### src/rtl/branch_predictor_if.sv
// Fetch/execute-facing bundle of the branch predictor: lookup, prediction, training and redirect signals.
interface branch_predictor_if #(
    parameter int unsigned DataWidth = 32
);
    logic                 lkp_valid;
    logic [DataWidth-1:0] lkp_pc;
    logic                 pred_valid;
    logic                 pred_taken;
    logic [DataWidth-1:0] pred_target;
    logic                 upd_valid;
    logic                 upd_is_branch;
    logic [DataWidth-1:0] upd_pc;
    logic                 upd_taken;
    logic [DataWidth-1:0] upd_target;
    logic                 upd_pred_taken;
    logic [DataWidth-1:0] upd_pred_target;
    logic                 flush;
    logic [DataWidth-1:0] redirect_pc;

    // Pipeline side: issues lookups and resolved outcomes, consumes predictions and redirects
    modport master (
        output lkp_valid, lkp_pc,
        output upd_valid, upd_is_branch, upd_pc, upd_taken, upd_target,
        output upd_pred_taken, upd_pred_target,
        input  pred_valid, pred_taken, pred_target, flush, redirect_pc
    );

    modport slave (
        input  lkp_valid, lkp_pc,
        input  upd_valid, upd_is_branch, upd_pc, upd_taken, upd_target,
        input  upd_pred_taken, upd_pred_target,
        output pred_valid, pred_taken, pred_target, flush, redirect_pc
    );
endinterface

### src/rtl/branch_predictor.sv
// Direct-mapped BTB with 2-bit saturating counters, registered prediction and mispredict flush/redirect.
// Optional macro BRANCH_PRED_STATS_EN adds saturating branch and mispredict counters.
module branch_predictor #(
    parameter int unsigned DataWidth = 32,
    parameter int unsigned Entries   = 16
) (
    input  logic              clk,
    input  logic              rst_n,
    branch_predictor_if.slave bp
`ifdef BRANCH_PRED_STATS_EN
    ,
    output logic [31:0]       stat_branches,
    output logic [31:0]       stat_mispredicts
`endif
);
    localparam int unsigned IdxW = $clog2(Entries);
    localparam int unsigned TagW = DataWidth - 2 - IdxW;

    typedef struct packed {
        logic                 valid;
        logic [TagW-1:0]      tag;
        logic [DataWidth-1:0] target;
        logic [1:0]           ctr;
    } btb_entry_t;

    btb_entry_t table_q [Entries];

    logic [IdxW-1:0]      lkp_idx_c;
    logic [TagW-1:0]      lkp_tag_c;
    btb_entry_t           lkp_entry_c;
    logic                 lkp_taken_c;
    logic [IdxW-1:0]      upd_idx_c;
    logic [TagW-1:0]      upd_tag_c;
    btb_entry_t           upd_entry_c;
    logic                 upd_hit_c;
    logic                 upd_en_c;
    logic                 mispredict_c;
    logic [DataWidth-1:0] redirect_c;
    logic                 unused_lkp_lsb_c;

    assign unused_lkp_lsb_c = ^bp.lkp_pc[1:0];

    // Table read for lookup and training; both see the entry as it was before this edge
    always_comb begin
        lkp_idx_c    = bp.lkp_pc[IdxW+1:2];
        lkp_tag_c    = bp.lkp_pc[DataWidth-1:IdxW+2];
        lkp_entry_c  = table_q[lkp_idx_c];
        lkp_taken_c  = lkp_entry_c.valid && (lkp_entry_c.tag == lkp_tag_c) && lkp_entry_c.ctr[1];

        upd_idx_c    = bp.upd_pc[IdxW+1:2];
        upd_tag_c    = bp.upd_pc[DataWidth-1:IdxW+2];
        upd_entry_c  = table_q[upd_idx_c];
        upd_hit_c    = upd_entry_c.valid && (upd_entry_c.tag == upd_tag_c);
        upd_en_c     = bp.upd_valid && bp.upd_is_branch;

        mispredict_c = 1'b0;
        redirect_c   = bp.upd_pc + DataWidth'(4);
        if (bp.upd_valid) begin
            if (bp.upd_is_branch) begin
                mispredict_c = (bp.upd_taken != bp.upd_pred_taken) ||
                               (bp.upd_taken && bp.upd_pred_taken &&
                                (bp.upd_target != bp.upd_pred_target));
                if (bp.upd_taken) begin
                    redirect_c = bp.upd_target;
                end
            end else begin
                // A taken prediction on a non-branch steered fetch away from the fall-through path
                mispredict_c = bp.upd_pred_taken;
            end
        end
    end

    always_ff @(posedge clk or negedge rst_n) begin
        if (!rst_n) begin
            for (int unsigned i = 0; i < Entries; i++) begin
                table_q[IdxW'(i)] <= '{valid: 1'b0, tag: '0, target: '0, ctr: 2'b01};
            end
        end else if (upd_en_c) begin
            if (upd_hit_c) begin
                if (bp.upd_taken) begin
                    if (upd_entry_c.ctr != 2'b11) begin
                        table_q[upd_idx_c].ctr <= upd_entry_c.ctr + 2'b01;
                    end
                    table_q[upd_idx_c].target <= bp.upd_target;
                end else if (upd_entry_c.ctr != 2'b00) begin
                    table_q[upd_idx_c].ctr <= upd_entry_c.ctr - 2'b01;
                end
            end else if (bp.upd_taken) begin
                // Taken miss replaces whatever currently occupies the slot, starting weakly taken
                table_q[upd_idx_c] <= '{valid: 1'b1, tag: upd_tag_c, target: bp.upd_target, ctr: 2'b10};
            end
        end
    end

    always_ff @(posedge clk or negedge rst_n) begin
        if (!rst_n) begin
            bp.pred_valid  <= 1'b0;
            bp.pred_taken  <= 1'b0;
            bp.pred_target <= '0;
            bp.flush       <= 1'b0;
            bp.redirect_pc <= '0;
        end else begin
            bp.pred_valid  <= bp.lkp_valid;
            bp.pred_taken  <= bp.lkp_valid && lkp_taken_c;
            bp.pred_target <= (bp.lkp_valid && lkp_taken_c) ? lkp_entry_c.target : '0;
            bp.flush       <= mispredict_c;
            if (mispredict_c) begin
                bp.redirect_pc <= redirect_c;
            end
        end
    end

`ifdef BRANCH_PRED_STATS_EN
    // Mispredicts are counted on the edge that raises their flush pulse
    always_ff @(posedge clk or negedge rst_n) begin
        if (!rst_n) begin
            stat_branches    <= '0;
            stat_mispredicts <= '0;
        end else begin
            if (upd_en_c && (stat_branches != 32'hFFFF_FFFF)) begin
                stat_branches <= stat_branches + 32'd1;
            end
            if (mispredict_c && (stat_mispredicts != 32'hFFFF_FFFF)) begin
                stat_mispredicts <= stat_mispredicts + 32'd1;
            end
        end
    end
`endif
endmodule

### src/flat_wrapper.sv
// flat-port wrapper written by rule: the top's interface ports become plain ports
module branch_predictor_flat 
#(
    parameter int unsigned DataWidth = 32,
    parameter int unsigned Entries   = 16
)
  (clk, rst_n, bp_lkp_valid, bp_lkp_pc, bp_upd_valid, bp_upd_is_branch, bp_upd_pc, bp_upd_taken, bp_upd_target, bp_upd_pred_taken, bp_upd_pred_target, bp_pred_valid, bp_pred_taken, bp_pred_target, bp_flush, bp_redirect_pc);
  branch_predictor_if #(.DataWidth(DataWidth)) bp_i ();
  input  logic clk;
  input  logic rst_n;
  input wire logic [$bits(bp_i.lkp_valid)-1:0] bp_lkp_valid;
  input wire logic [$bits(bp_i.lkp_pc)-1:0] bp_lkp_pc;
  input wire logic [$bits(bp_i.upd_valid)-1:0] bp_upd_valid;
  input wire logic [$bits(bp_i.upd_is_branch)-1:0] bp_upd_is_branch;
  input wire logic [$bits(bp_i.upd_pc)-1:0] bp_upd_pc;
  input wire logic [$bits(bp_i.upd_taken)-1:0] bp_upd_taken;
  input wire logic [$bits(bp_i.upd_target)-1:0] bp_upd_target;
  input wire logic [$bits(bp_i.upd_pred_taken)-1:0] bp_upd_pred_taken;
  input wire logic [$bits(bp_i.upd_pred_target)-1:0] bp_upd_pred_target;
  output wire logic [$bits(bp_i.pred_valid)-1:0] bp_pred_valid;
  output wire logic [$bits(bp_i.pred_taken)-1:0] bp_pred_taken;
  output wire logic [$bits(bp_i.pred_target)-1:0] bp_pred_target;
  output wire logic [$bits(bp_i.flush)-1:0] bp_flush;
  output wire logic [$bits(bp_i.redirect_pc)-1:0] bp_redirect_pc;
  assign bp_i.lkp_valid = bp_lkp_valid;
  assign bp_i.lkp_pc = bp_lkp_pc;
  assign bp_i.upd_valid = bp_upd_valid;
  assign bp_i.upd_is_branch = bp_upd_is_branch;
  assign bp_i.upd_pc = bp_upd_pc;
  assign bp_i.upd_taken = bp_upd_taken;
  assign bp_i.upd_target = bp_upd_target;
  assign bp_i.upd_pred_taken = bp_upd_pred_taken;
  assign bp_i.upd_pred_target = bp_upd_pred_target;
  assign bp_pred_valid = bp_i.pred_valid;
  assign bp_pred_taken = bp_i.pred_taken;
  assign bp_pred_target = bp_i.pred_target;
  assign bp_flush = bp_i.flush;
  assign bp_redirect_pc = bp_i.redirect_pc;
  branch_predictor #(.DataWidth(DataWidth), .Entries(Entries)) u_core (.clk(clk), .rst_n(rst_n), .bp(bp_i));
endmodule
### config.mk
export PLATFORM = sky130hd
export DESIGN_NAME = branch_predictor_flat
export DESIGN_NICKNAME = d
export VERILOG_FILES = /design/src/rtl/branch_predictor_if.sv /design/src/rtl/branch_predictor.sv /design/src/flat_wrapper.sv
export SDC_FILE = /design/constraint.sdc
export NUM_CORES = 2
export LEC_CHECK = 0
export BUFFER_PORTS_ARGS = -buffer_cell sky130_fd_sc_hd__buf_2
export CAP_MARGIN = 20
export CORE_MARGIN = 2
export CORE_UTILIZATION = 50
export DETAILED_ROUTE_END_ITERATION = 8
export PLACE_DENSITY = 0.69
export SYNTH_ARGS = -nofsm -noshare
export SYNTH_HDL_FRONTEND = slang
export SYNTH_SLANG_ARGS = --single-unit
### constraint.sdc
create_clock -name clk -period 3.4 [get_ports clk]
set_input_delay 0.68 -clock clk [delete_from_list [all_inputs] [get_ports clk]]
set_output_delay 0.68 -clock clk [all_outputs]
set_load 0.005 [all_outputs]
==> summary.txt <==
CORE AREA - 103000 um2
status - complete, but fails checks
Most used DFF post-synth - dfrtp_1
Vias - 38500
Max-Cap Viols - 0
CP Max Fanout - 15
Worst-path clk slew - 60 ps
vias in the first global route - 39300
WL/cell - 27.3 um
Initial Utilization - 50.4%
post-route DRC violation count - 0
Max VDD drop - 0.000463 V
Finished Layout Cells - 6241
gr ovfl total - 0
Comb power frac - 17.2%
Final setup violation count - 464
failing checks - setup timing
Net Sw Power - 8.99 mW
unrepaired setup endpoints after global routing - true
Final WS setup - -302 ps
pwr dens - 528 nW/um2
Synth Warn # - 0
CP Launch Type - input pin
crit path time final - 3700 ps
CP Data Arrival Time - 4260 ps
Num CTS Buffers - 110
synthesized flop and latch total - 1043
Placer Congestion - 0.935
Final nets - 4904
Flop pwr share - 45.3%
Clock Skews - 69.1 ps
Worst-Margin Slew - 1000 ps
pin count of the biggest net entering global routing - 100
Reg-to-Reg End - u_core.table_q[123]$_DFFE_PN0P_
Clock Latency Late Sink - 750 ps
CTS H-tree depth - 3
TNS Setup - -65760 ps
Crit Reg-Reg Startpoint - u_core.table_q[344]$_DFFE_PN0P_
most frequent cells in the layout - nand2_1, dfrtp_1, mux2_2
Post-DP HPWL - 111000 um
post-synthesis sequential area ratio - 50.1%
share of cells above drive strength 1 - 41.0%
mean post-synth cell area - 12.2 um2
first-pass GRT wire length - 254000 um
pins over their slew limit - 0
post-layout util - 60.8%
reg-to-reg slack, setup - -250 ps
final hold vios - 0
Max-slew headroom - 33.0%
Die X - 327 um
Cell Rows - 118
initial antenna violation count - 15
fraction of registers with async set/reset - 100%
DRT antenna net count - 0
Post-Route WL - 171000 um
beginning of the critical path - bp_upd_pc[5]
Post-Syn Nets - 4409
drt via density - 6.16
first-pass detailed-route iteration total - 5
Mapped Area - 52100 um2
die area - 107000 um2
r2r worst-path depth - 11
Setup crit end kind - register
Post-synth EDFFs - 0
Leak Pwr - 30.4 nW
Critical Path RT - 3960 ps
Clk pwr share - 37.5%
fin crit share - 109%
clock buffer depth - 3
WS Path Type - in -> reg
initial DRC count - 4351
Ports - 202
worst min-delay path class - in -> reg
root buffer cell - clkbuf_16
synth unique cells - 56
Inst Count DP - 6006
area grow syn2layout - 20.7%
Max Clk Rate - 270 MHz
switching portion of total power - 27.1%
Hold WS - 153 ps
Critical Path End - u_core.table_q[123]$_DFFE_PN0P_
most common cell after layout, fill and taps aside - nand2_1
Chip Height - 327 um
CTS tree - built
Mapped Cells - 4266
clock net sink count - 1043
Total GRT Usage - 32.0%
Port Buffers - 199
Pint - 24.2 mW
flip-flops by register name, indices dropped and copies added, names as in the netlist:
| name | flops |
|---|---|
| u_core.bp.flush | 1 |
| u_core.bp.pred_valid | 1 |
| u_core.bp.pred_taken | 1 |
| u_core.bp.pred_target | 32 |
| u_core.table_q | 976 |
| u_core.bp.redirect_pc | 32 |
synthesized netlist by cell type, drive strengths merged (2+ instances only):
| cell | number | area (um2) |
|---|---|---|
| o2bb2ai | 17 | 149 |
| dfstp | 16 | 420 |
| a221oi | 5 | 43.8 |
| inv | 22 | 82.6 |
| and3 | 9 | 56.3 |
| a22oi | 15 | 113 |
| or2 | 21 | 131 |
| o21ai | 55 | 275 |
| ha | 8 | 100 |
| buf | 131 | 825 |
| clkbuf | 265 | 995 |
| nand3 | 42 | 210 |
| nor4 | 12 | 75.1 |
| o32a | 14 | 140 |
| a21o | 4 | 30.0 |
| a21oi | 24 | 120 |
| o221ai | 3 | 26.3 |
| nor3 | 7 | 35.0 |
| nor2 | 48 | 180 |
| or3 | 7 | 43.8 |
| nand2b | 2 | 12.5 |
| a2bb2oi | 2 | 17.5 |
| mux2i | 90 | 901 |
| nor2b | 41 | 257 |
| o211ai | 8 | 60.1 |
| o31ai | 2 | 15.0 |
| a211oi | 5 | 37.5 |
| nand4 | 17 | 106 |
| o22ai | 9 | 56.3 |
| and2 | 16 | 100 |
| mux2 | 574 | 6470 |
| a211o | 2 | 17.5 |
| mux4 | 379 | 8540 |
| dfrtp | 1027 | 25700 |
| xnor2 | 41 | 359 |
| nand2 | 1233 | 4630 |
| a22o | 7 | 61.3 |
| o2111ai | 4 | 35.0 |
| a2111oi | 2 | 23.8 |
| xor2 | 71 | 622 |
critical path, cell delays in order:
cell	delay (ps)
buf_4	270
buf_4	270
buf_4	250
mux2i_1	120
a22oi_1	240
buf_4	150
a211o_1	110
nand3_1	90
a2111oi_2	420
o21ai_1	220
or3_4	470
buf_4	220
o32a_1	400
mux2_1	330
kinds of logic (layout without fill, tap and decap cells):
family          after synthesis  after routing  synth area share, %
other cells                   0              3                    0
fa+ha+maj                     8              8                0.192
xor+xnor                    112            112                 1.88
flops                      1043           1043                 50.1
simple gates               1459           1459                 11.3
mux                        1043           1043                 30.5
buf+inv                     418           1010                 3.65
compound gates              183            183                 2.43
per-stage QoR:
step / power (mW) / instance area, um2 / setup slack [ps]
final: 33.2 / 62900 / -302
after global placement: 20.6 / 58400 / -1240
after global routing: 34.4 / 62900 / -355
after floorplan: 18.4 / 52300 / -406
after CTS: 33.2 / 62700 / -173
after detailed placement: 20.8 / 58400 / -1240
final cells by class:
type / count / area, um2
Fill cell: 7968 / 40600
Inverter: 22 / 82.6
Antenna cell: 3 / 7.51
Sequential cell: 1043 / 26100
Clock buffer: 157 / 3250
Timing Repair Buffer: 779 / 6620
Tap cell: 1380 / 1730
Clock inverter: 52 / 566
Multi-Input combinational cell: 2805 / 24500
per-layer routing:
metal	GRT usage [%]	part of all wire (%)	vias to the layer above
li1	-	-	15900
met3	8.32	10	543
met4	14.8	5.1	22
met2	49.2	46	2155
met5	0	0.11	-
met1	43.0	39	19800
how the worst min path moves through the flow:
| stage | from | end | slack, ps | depth (start not counted) |
|---|---|---|---|---|
| after global placement | u_core.table_q[78]$_DFFE_PN0P_ | u_core.table_q[78]$_DFFE_PN0P_ | 450 | 2 |
| final | bp_lkp_valid | u_core.bp.pred_valid$_DFF_PN0_ | 150 | 1 |
| after detailed placement | u_core.table_q[386]$_DFFE_PN0P_ | u_core.table_q[386]$_DFFE_PN0P_ | 460 | 2 |
| after global routing | bp_lkp_valid | u_core.bp.pred_valid$_DFF_PN0_ | 130 | 1 |
| after floorplan | rst_n | u_core.bp.flush$_DFF_PN0_ | 380 | 0 |
| after CTS | bp_lkp_valid | u_core.bp.pred_valid$_DFF_PN0_ | 120 | 1 |
repair_timing:
item                                   4_1_cts  5_1_grt
endpoints found under the hold margin       20        0
cloned                                       6        2
pin swaps                                    3        2
hold buffers                                 1        0
setup buffers                                7        8
gates resized for setup                     59       16
setup endpoints to repair                  464      464
power by group through the flow:
stage                     Combinational [mW]  Clock, mW  Sequential [mW]
after floorplan                         3.49          0             14.9
after global placement                  5.46          0             15.1
after detailed placement                5.60          0             15.2
after CTS                               5.69       12.5             15.0
after global routing                    6.15       13.1             15.2
final                                   5.73       12.4             15.1
(Power assumes the default switching activity.)
